`config.mk`:
```
export PLATFORM = sky130hd
export DESIGN_NAME = branch_predict_cmp
export DESIGN_NICKNAME = d
export VERILOG_FILES = /design/src/rtl/branch_predict_cmp.sv
export SDC_FILE = /design/constraint.sdc
export NUM_CORES = 1
export LEC_CHECK = 0
export CAP_MARGIN = 20
export CORE_MARGIN = 10
export CORE_UTILIZATION = 38
export DETAILED_ROUTE_END_ITERATION = 10
export HOLD_SLACK_MARGIN = 0.03
export PLACE_DENSITY = 0.88
export SYNTH_ARGS = -nofsm -noshare
export SYNTH_HDL_FRONTEND = slang
export SYNTH_SLANG_ARGS = --single-unit
```
`constraint.sdc`:
```
create_clock -name clk -period 3.9 [get_ports clk]
set_input_delay 1.17 -clock clk [delete_from_list [all_inputs] [get_ports clk]]
set_output_delay 1.17 -clock clk [all_outputs]
set_load 0.1 [all_outputs]
```
`src/rtl/branch_predict_cmp.sv`:
```
// Decode-stage branch comparator with a 2-bit bimodal BHT
// and saturating branch/mispredict statistic counters.
module branch_predict_cmp #(
  parameter int WIDTH    = 32,
  parameter int IDX_BITS = 4,
  parameter int CNT_W    = 16
) (
  input  logic             clk,
  input  logic             reset,
  input  logic [WIDTH-1:0] F_pc,
  output logic             F_predTaken,
  input  logic             D_valid,
  input  logic [WIDTH-1:0] D_pc,
  input  logic [2:0]       D_op,
  input  logic [WIDTH-1:0] D_RD1,
  input  logic [WIDTH-1:0] D_RD2,
  input  logic             D_predTaken,
  input  logic             D_stall,
  output logic             D_isBranch,
  output logic             D_mispredict,
  output logic [CNT_W-1:0] branchCnt,
  output logic [CNT_W-1:0] missCnt
);

  localparam int DEPTH = 2 ** IDX_BITS;

  logic [1:0]          bht [DEPTH];
  logic [IDX_BITS-1:0] f_idx;
  logic [IDX_BITS-1:0] d_idx;
  logic [1:0]          cur_ctr;
  logic [1:0]          nxt_ctr;
  logic                op_beq;
  logic                op_bne;
  logic                op_blez;
  logic                op_bgtz;
  logic                op_bltz;
  logic                op_bgez;
  logic                rd1_neg;
  logic                rd1_zero;
  logic                br_evt;
  logic                upd;
  logic                unused_pc_bits;

  assign f_idx = F_pc[IDX_BITS+1:2];
  assign d_idx = D_pc[IDX_BITS+1:2];

  assign unused_pc_bits = ^{F_pc[WIDTH-1:IDX_BITS+2], F_pc[1:0],
                            D_pc[WIDTH-1:IDX_BITS+2], D_pc[1:0]};

  assign op_beq  = (D_op == 3'd1);
  assign op_bne  = (D_op == 3'd2);
  assign op_blez = (D_op == 3'd3);
  assign op_bgtz = (D_op == 3'd4);
  assign op_bltz = (D_op == 3'd5);
  assign op_bgez = (D_op == 3'd6);

  assign rd1_neg  = D_RD1[WIDTH-1];
  assign rd1_zero = (D_RD1 == '0);

  // Resolve the branch condition for the decoded compare mode.
  always_comb begin
    D_isBranch = 1'b0;
    unique case (1'b1)
      op_beq:  D_isBranch = (D_RD1 == D_RD2);
      op_bne:  D_isBranch = (D_RD1 != D_RD2);
      op_blez: D_isBranch = rd1_neg | rd1_zero;
      op_bgtz: D_isBranch = ~rd1_neg & ~rd1_zero;
      op_bltz: D_isBranch = rd1_neg;
      op_bgez: D_isBranch = ~rd1_neg;
      default: D_isBranch = 1'b0;
    endcase
  end

  assign br_evt = D_valid & (op_beq | op_bne | op_blez |
                             op_bgtz | op_bltz | op_bgez);
  assign upd    = br_evt & ~D_stall;

  assign D_mispredict = br_evt & (D_isBranch != D_predTaken);

  assign F_predTaken = bht[f_idx][1];

  assign cur_ctr = bht[d_idx];

  // Saturating step of the counter being trained.
  always_comb begin
    nxt_ctr = cur_ctr;
    if (D_isBranch) begin
      if (cur_ctr != 2'd3) nxt_ctr = cur_ctr + 2'd1;
    end else begin
      if (cur_ctr != 2'd0) nxt_ctr = cur_ctr - 2'd1;
    end
  end

  // BHT write; reset leaves every entry weakly not-taken.
  always_ff @(posedge clk or negedge reset) begin
    if (!reset) begin
      for (int i = 0; i < DEPTH; i++) bht[i] <= 2'd1;
    end else if (upd) begin
      bht[d_idx] <= nxt_ctr;
    end
  end

  // Statistic counters stick at all-ones instead of wrapping.
  always_ff @(posedge clk or negedge reset) begin
    if (!reset) begin
      branchCnt <= '0;
      missCnt   <= '0;
    end else if (upd) begin
      if (branchCnt != '1) branchCnt <= branchCnt + CNT_W'(1);
      if (D_mispredict && (missCnt != '1)) missCnt <= missCnt + CNT_W'(1);
    end
  end

endmodule

```
* Yosys cells after proc, flatten, opt, wreduce, memory -nomap -nowiden *
Cells that the tools add are included.

storage, ports and cells
  bits in registers = 64
  bits in latches = 0
  bits in writable memories = 0
  memory bits (read-only) = 0
  bits of input ports = 136
  memories kept = 0

operators by class
  add/sub/neg operators = 4
  multipliers = 0
  divide/modulo/power cells = 0
  order comparisons = 3
  equal/unequal tests = 12
  shifts and indexed selects = 0
  muxes and demuxes = 13
  bitwise operators = 15
  reductions and logical operators = 6

operators by type and width
  cell                                                                           number
  16-bit by 1-bit adder with 16-bit output (second input constant)               2
  32-bit bitwise mux                                                             1
  32-bit equality test                                                           1
  32-bit logical NOT                                                             1
  16-bit != test (second input constant)                                         2
  32-bit != test                                                                 1
  2-bit binary-select mux with 4-bit select                                      2
  2-bit two-way mux                                                              8
  5-bit greater-or-equal comparator (second input constant)                      2
  4-bit inverter with 5-bit output                                               2
  3-bit equality test (second input constant)                                    3
  2-bit demux with 4-bit select                                                  1
  3-bit by 2-bit equality test with 1-bit output (second input constant)         2
  1-bit OR                                                                       6
  1-bit one-hot mux with 6 select lines                                          1
  5-bit by 1-bit less-than comparator with 1-bit output (second input constant)  1
  1-bit AND                                                                      4
  2-bit AND reduction                                                            2
  3-bit by 1-bit equality test with 1-bit output (second input constant)         1
  1-bit inverter                                                                 3
  2-bit by 1-bit adder with 2-bit output (second input constant)                 1
  1-bit logical AND                                                              2
  2-bit != test (second input constant)                                          1
  2-bit nonzero test                                                             1
  other kinds (2)                                                                2

* Logic depth before layout (Yosys ltp) *
Gate-level depths: netlist of the first run.

  word-level depth = 10
  gate-level depth with buffers = 9
  mapped depth without buffers = 8

* Least setup slack after synthesis of the first run *
No wires, ideal clock.

  path type = input-to-output
  start = input D_RD1[24]
  end = output D_mispredict
  arrival time = 3.174 ns
  data required time = 2.730 ns
  path slack = -0.444 ns
  stages on the path = 8
  path buffers = 2
  path through = nor4_1 nand4_1 o2111a_1 a211oi_1 and4_1 clkbuf_1 buf_2 o21ba_2

between the ends
  longest elaborated chain between the ends = 6
  elaborated cells between the ends (all ways) = 9
  those cells by class = eq/ne (3); mux (1); bitwise (4); reduce/logical (1)

RTL lines
  what                                     line  RTL
  start, declared                          15    input logic [WIDTH-1:0] D_RD1,
  32-bit logical NOT                       58    assign rd1_zero = (D_RD1 == '0);
  1-bit inverter                           67    op_bgtz: D_isBranch = ~rd1_neg & ~rd1_zero;
  1-bit AND                                67
  1-bit one-hot mux with 6 select lines *  63    unique case (1'b1)
  1-bit != test *                          78    assign D_mispredict = br_evt & (D_isBranch != D_predTaken);
  1-bit AND *                              78
  end, declared                            20    output logic D_mispredict,

Every way passes the cells marked *; elsewhere a longest branch is shown, timed or not.

* Final worst setup path of the first run *
Same ends and word-level chain as after synthesis.

==> results of run 1 <==
[Yosys cell counts, types with 6 or more instances]
library cell and count:
xor2_1 39, nor4_1 18, mux4_2 15, nand3_1 13, dfstp_2 16, dfrtp_1 48
nand2_1 15, xnor2_1 22, nor2_1 12, and3_1 12, mux2_2 34, nand4_1 6
o211ai_1 8, clkbuf_1 7
[repair_timing]
action,in CTS,in global routing
hold buffers,0,0
resized for setup,257,13
pin swaps,44,7
setup endpoints to repair,3,3
buffers inserted,5,3
[worst max-delay path, stage by stage]
cell	delay, ps
clkdlybuf4s15_2	230
xor2_2	180
nor4_2	280
nand4_1	200
or3_4	410
and4_4	170
o21ba_4	220
buf_12	160
[per-stage QoR]
stage,instance area [um^2],total power [uW]
finish,5660,2390
global route,5660,2490
CTS,5600,2390
detailed placement,5230,1750
global placement,5230,1720
floorplan,3850,1450
[logic make-up (layout without fill, tap and decap cells)]
kind of cell               Yosys count  count (layout)  synth area share, %
AOI/OAI and AO/OA                   28              28                 5.74
muxes                               51              51                 19.5
DFF                                 64              64                 42.8
adders and majority gates            4               4                 1.25
xor gates and xnor gates            61              61                 14.1
buffers and inverters               17             168                 2.24
and+or+nand+nor                     97              97                 14.4
[where the power goes]
part | switching, uW | internal, uW | leakage (uW)
logic | 593 | 302 | 0.00156
registers | 84.9 | 783 | 0.000820
clock network | 248 | 376 | 0.000110
total | 925 | 1460 | 0.00249
[worst paths after layout]
path                                              to                       from  cells after the start  slack (ps)
setup / recovery                        D_mispredict                  D_RD1[24]                      8        -300
hold / removal             branchCnt[15]$_DFFE_PN0P_  branchCnt[15]$_DFFE_PN0P_                      1         500
setup reg to reg                 bht[21]$_DFFE_PN0P_        bht[17]$_DFFE_PN0P_                      4        1630
hold reg to reg            branchCnt[15]$_DFFE_PN0P_  branchCnt[15]$_DFFE_PN0P_                      1         500
max in group asynchronous   branchCnt[4]$_DFFE_PN0P_                      reset                      3        2460
min in group asynchronous    missCnt[13]$_DFFE_PN0P_                      reset                      1         670
[state kept, by name, summed over array words and instances, names as in the netlist]
signal,cells
bht,32
branchCnt,16
missCnt,16
[cell type report]
type,instances,area [um^2],share of cell area (%)
Inverter,5,18.8,0.331
Clock inverter,4,70.1,1.24
Multi-Input combinational cell,241,2380,42.0
Sequential cell,64,1620,28.6
Clock buffer,12,145,2.56
Tap cell,133,166,2.94
Timing Repair Buffer,147,1260,22.3
[routing by layer]
layer / global-route usage (%) / vias up / routed length, um / part of all wire [%]
li1: - / 1494 / - / -
met3: 4.03 / 33 / 754 / 6.3
met1: 18.1 / 1634 / 4750 / 39
met5: 0 / - / 0 / 0
met2: 29.2 / 142 / 6100 / 51
met4: 8.37 / 0 / 433 / 3.6
==> results.cfg, run 1 <==
[run_status]
status = complete, but fails checks
violations = setup timing

[global_routing]
antenna_found_initial = 0
grt_pass1_wl_mm = 18.9
grt_start_max_net_pins = 50
grt_use_total_pct = 16.5
grt_pass1_vias = 3568
grt_overflow = 0

[critical_path]
critPathArrivalTime_ps = 3030
endpoint_kind = primary output
cp_max_fo = 3
criticalPathCategory = in2out
worstPathRequired_ps = 2730
critPathLaunchType = input port

[sta]
rsz0062_at_grt = true
hold_viol = 0
setup_viol_count_final = 2
fmax_mhz = 238
slew_viol_final = 0
maxSlewHeadroom_pct = 58.6
fin_hold_ws_ps = 498
timing.final.crit_share_pct = 108
fin_setup_tns_ps = -495
clock_skew_ps = 7.55
layout_setup_ws_ps = -299
min_period_ps = 4200
worst_slew_pin_slew_ps = 620

[routing]
drt_iter0_drc = 180
detail_route.wl_per_cell_um = 19.9
first_pass_iters = 4
drc = 0
ant_nets = 0
finalWirelength_mm = 12.0
viasPerCell = 5.45
routed-via-count = 3303

[layout]
final_common_cell = buf_4
final_cell_mix = 56 x buf_4, 48 x dfrtp_1, 34 x mux2_2
synthToLayoutAreaGrowth_pct = 49.4
layout.core_utilization_pct = 58.2
final_cells = 606
final.fill_count = 793
antennaDiodeCount = 0
fin_nets = 606
drive_gt1_share_pct = 48.6

[logic_synthesis]
async_reset_ff_share_pct = 100
syn-cell-area_mm2 = 0.00379
avgSynthCellArea_um2 = 11.8
synth-main-ff-cell = dfrtp_1
synth_top_area_cell = dfrtp_1
synth_edf_count = 0
syn_inst = 322
synth_top_cell_area_share_pct = 31.7
yosysWarnings = 0
yosysSeqAreaShare_pct = 42.8
syn-num-nets = 460
synth_cell_types = 43
ys_ff_latch = 64
synth_area_leaders = dfrtp_1 32%, dfstp_2 11%, mux2_2 10%

[clocking]
cts_buffers = 9
clk_path_buf_depth = 2
root_buffer = clkbuf_8
cts_sinks = 64
clk_pin_slew_ps = 70
clock_latency_ps = 350
cts_tree = done
htreeDepth = 3

[floorplanning]
start_util_pct = 39.0
pin_count = 171
die_y_um = 120
core-area_mm2 = 0.00973
die_x_um = 120
die_area_mm2 = 0.0144
placementRows = 36

[place]
dp_hpwl_mm = 9.32
port-buffer-count = 114
dp_slack_ps = -886
dp.cells = 582
place.gp.congestion = 0.864

[flow_run]
cap_violations = 0

[min_path]
hp-class = reg2reg

[pwr]
ir_worst_vdd_v = 0.000646
p_per_area_mw_per_mm2 = 421
leakage_uw = 0.00249
Note: power is estimated with default switching activity, not from simulation.
==> run 2: changes to the inputs <==
--- a/config.mk
+++ b/config.mk
@@ -6,6 +6,7 @@
 export NUM_CORES = 1
 export LEC_CHECK = 0
 export CAP_MARGIN = 20
+export CORE_ASPECT_RATIO = 1.4
 export CORE_MARGIN = 10
 export CORE_UTILIZATION = 38
 export DETAILED_ROUTE_END_ITERATION = 10
==> results.cfg, run 2 (synthesis results as in run 1) <==
[critical_path]
slowest_delay_ps = 460
r2r_slack_ps = 1670
rr_worst_depth = 4
worstPathRequired_ps = 2730
crit_chain = buf_2, xor2_1, nor4_2, nand4_1, or3_4, and4_4, o21ba_4, buf_12
r2r_end = bht[21]$_DFFE_PN0P_
endpoint_kind = primary output
critPathLaunch = D_RD1[25]
critPathLaunchType = input port
reg2reg_from = bht[0]$_DFFE_PN1P_
critPathCapture = D_mispredict
crit_path_top_delay_cell = or3_4
cp_max_fo = 3
criticalPathCategory = in2out
critPathArrivalTime_ps = 3010

[floorplanning]
start_util_pct = 38.5
placementRows = 43
die_area_mm2 = 0.0144
die_x_um = 104
core-area_mm2 = 0.00985
pin_count = 171
die_y_um = 138

[flow_run]
cap_violations = 0

[pwr]
p_clk_share_pct = 31.9
ir_worst_vdd_v = 0.000502
seqPwrFrac_pct = 34.2
leakage_uw = 0.00247
p_total_uw = 2550
intPower_uw = 1570
p_per_area_mw_per_mm2 = 459
switching_power_uw = 982
combPwrFrac_pct = 33.9
p_sw_share_pct = 38.5

[sta]
timing.final.crit_share_pct = 107
hold_viol = 0
maxSlewHeadroom_pct = 51.8
rsz0062_at_grt = true
clock_skew_ps = 7.97
layout_setup_ws_ps = -284
slew_viol_final = 0
fmax_mhz = 239
min_period_ps = 4180
worst_slew_pin_slew_ps = 722
setup_viol_count_final = 2

[routing]
viasPerCell = 5.40
routed-via-count = 3260
wl_met2_mm = 6.29
ant_nets = 0
routed.top_layer = met4
met3_length_um = 811
drc = 0
finalWirelength_mm = 11.8
wl_met1_mm = 4.37
drt_iter0_drc = 195
detail_route.wl_per_cell_um = 19.6
first_pass_iters = 4

[layout]
final_common_cell = buf_4
largest_reg_flops = 32
multi_input_comb_area_mm2 = 0.00228
drive_gt1_share_pct = 46.7
regArea_mm2 = 0.00162
reg_top3 = bht x32, branchCnt x16, missCnt x16
fin_nets = 602
final_cell_mix = 55 x buf_4, 48 x dfrtp_1, 37 x xor2_1
regMostFlops = bht
synthToLayoutAreaGrowth_pct = 46.7
final.fill_count = 846
antennaDiodeCount = 0

[clocking]
htreeDepth = 3
root_buffer = clkbuf_16
cts_tree = done
clock_latency_ps = 340
cts_sinks = 64
clk_path_buf_depth = 2
clk_pin_slew_ps = 60
cts_buffers = 9

[global_routing]
grt_pass1_wl_mm = 18.9
grt_use_total_pct = 16.3
grt_start_max_net_pins = 34
antenna_found_initial = 0
grt_overflow = 0
grt_pass1_vias = 3608

[place]
dp_slack_ps = -742
place.gp.congestion = 0.847
dp_hpwl_mm = 9.08
port-buffer-count = 114

[run_status]
violations = setup timing
status = complete, but fails checks

[min_path]
whs_path_depth = 1
hp-class = reg2reg
run 2: repair_timing:
item	CTS	global route
pin swaps	41	2
hold buffers	0	0
setup buffers	2	2
resized for setup	248	9
endpoints found under the setup margin	3	3
run 2: stage by stage:
step                      hold WS [ps]  TNS [ps]  instance area [um^2]  instances  util, %
final                              497      -425                  5560        604     56.5
after global routing               520      -534                  5560        604     56.5
after CTS                          496      -412                  5520        602     56.1
after detailed placement           483     -1750                  5230        584     53.2
after global placement             473     -1590                  5230        584     53.2
after floorplan                    491      -181                  3850        322        -
run 2: area by class of cell:
cell class	instances	area share, %
repair buffers	143	21.0
clock buffers	9	4.05
well taps	135	3.04
inverters	5	0.382
flip-flops and latches	64	29.1
clock inverters	7	1.44
multi-input cells	241	40.9
run 2: power groups by stage:
stage	clock network [uW]	logic [uW]	registers [uW]
final	815	865	873
after global placement	0	850	868
after global routing	851	909	887
after CTS	829	864	872
after floorplan	0	253	1200
after detailed placement	0	865	881
run 2: worst min-delay path by stage:
| stage | slack (ps) | endpoint | start |
|---|---|---|---|
| 3_3_place_gp | 470 | branchCnt[10]$_DFFE_PN0P_ | branchCnt[10]$_DFFE_PN0P_ |
| 3_5_place_dp | 480 | missCnt[5]$_DFFE_PN0P_ | missCnt[5]$_DFFE_PN0P_ |
| 6_report | 500 | missCnt[5]$_DFFE_PN0P_ | missCnt[5]$_DFFE_PN0P_ |
| 4_1_cts | 500 | missCnt[5]$_DFFE_PN0P_ | missCnt[5]$_DFFE_PN0P_ |
| 2_1_floorplan | 490 | bht[3]$_DFFE_PN0P_ | bht[3]$_DFFE_PN0P_ |
| 5_1_grt | 520 | missCnt[13]$_DFFE_PN0P_ | missCnt[13]$_DFFE_PN0P_ |
run 2: per-layer routing:
metal	up-vias	global-route usage, %
met5	-	0
met2	132	29.6
met3	24	4.33
met4	0	7.35
met1	1609	17.1
li1	1495	-
run 2: critical path, delay by kind of cell:
family | cells | cell delay, ps
XOR/XNOR | 1 | 170
AO/OA/AOI/OAI | 1 | 200
buffers and inverters | 2 | 290
AND/OR/NAND/NOR | 4 | 1180
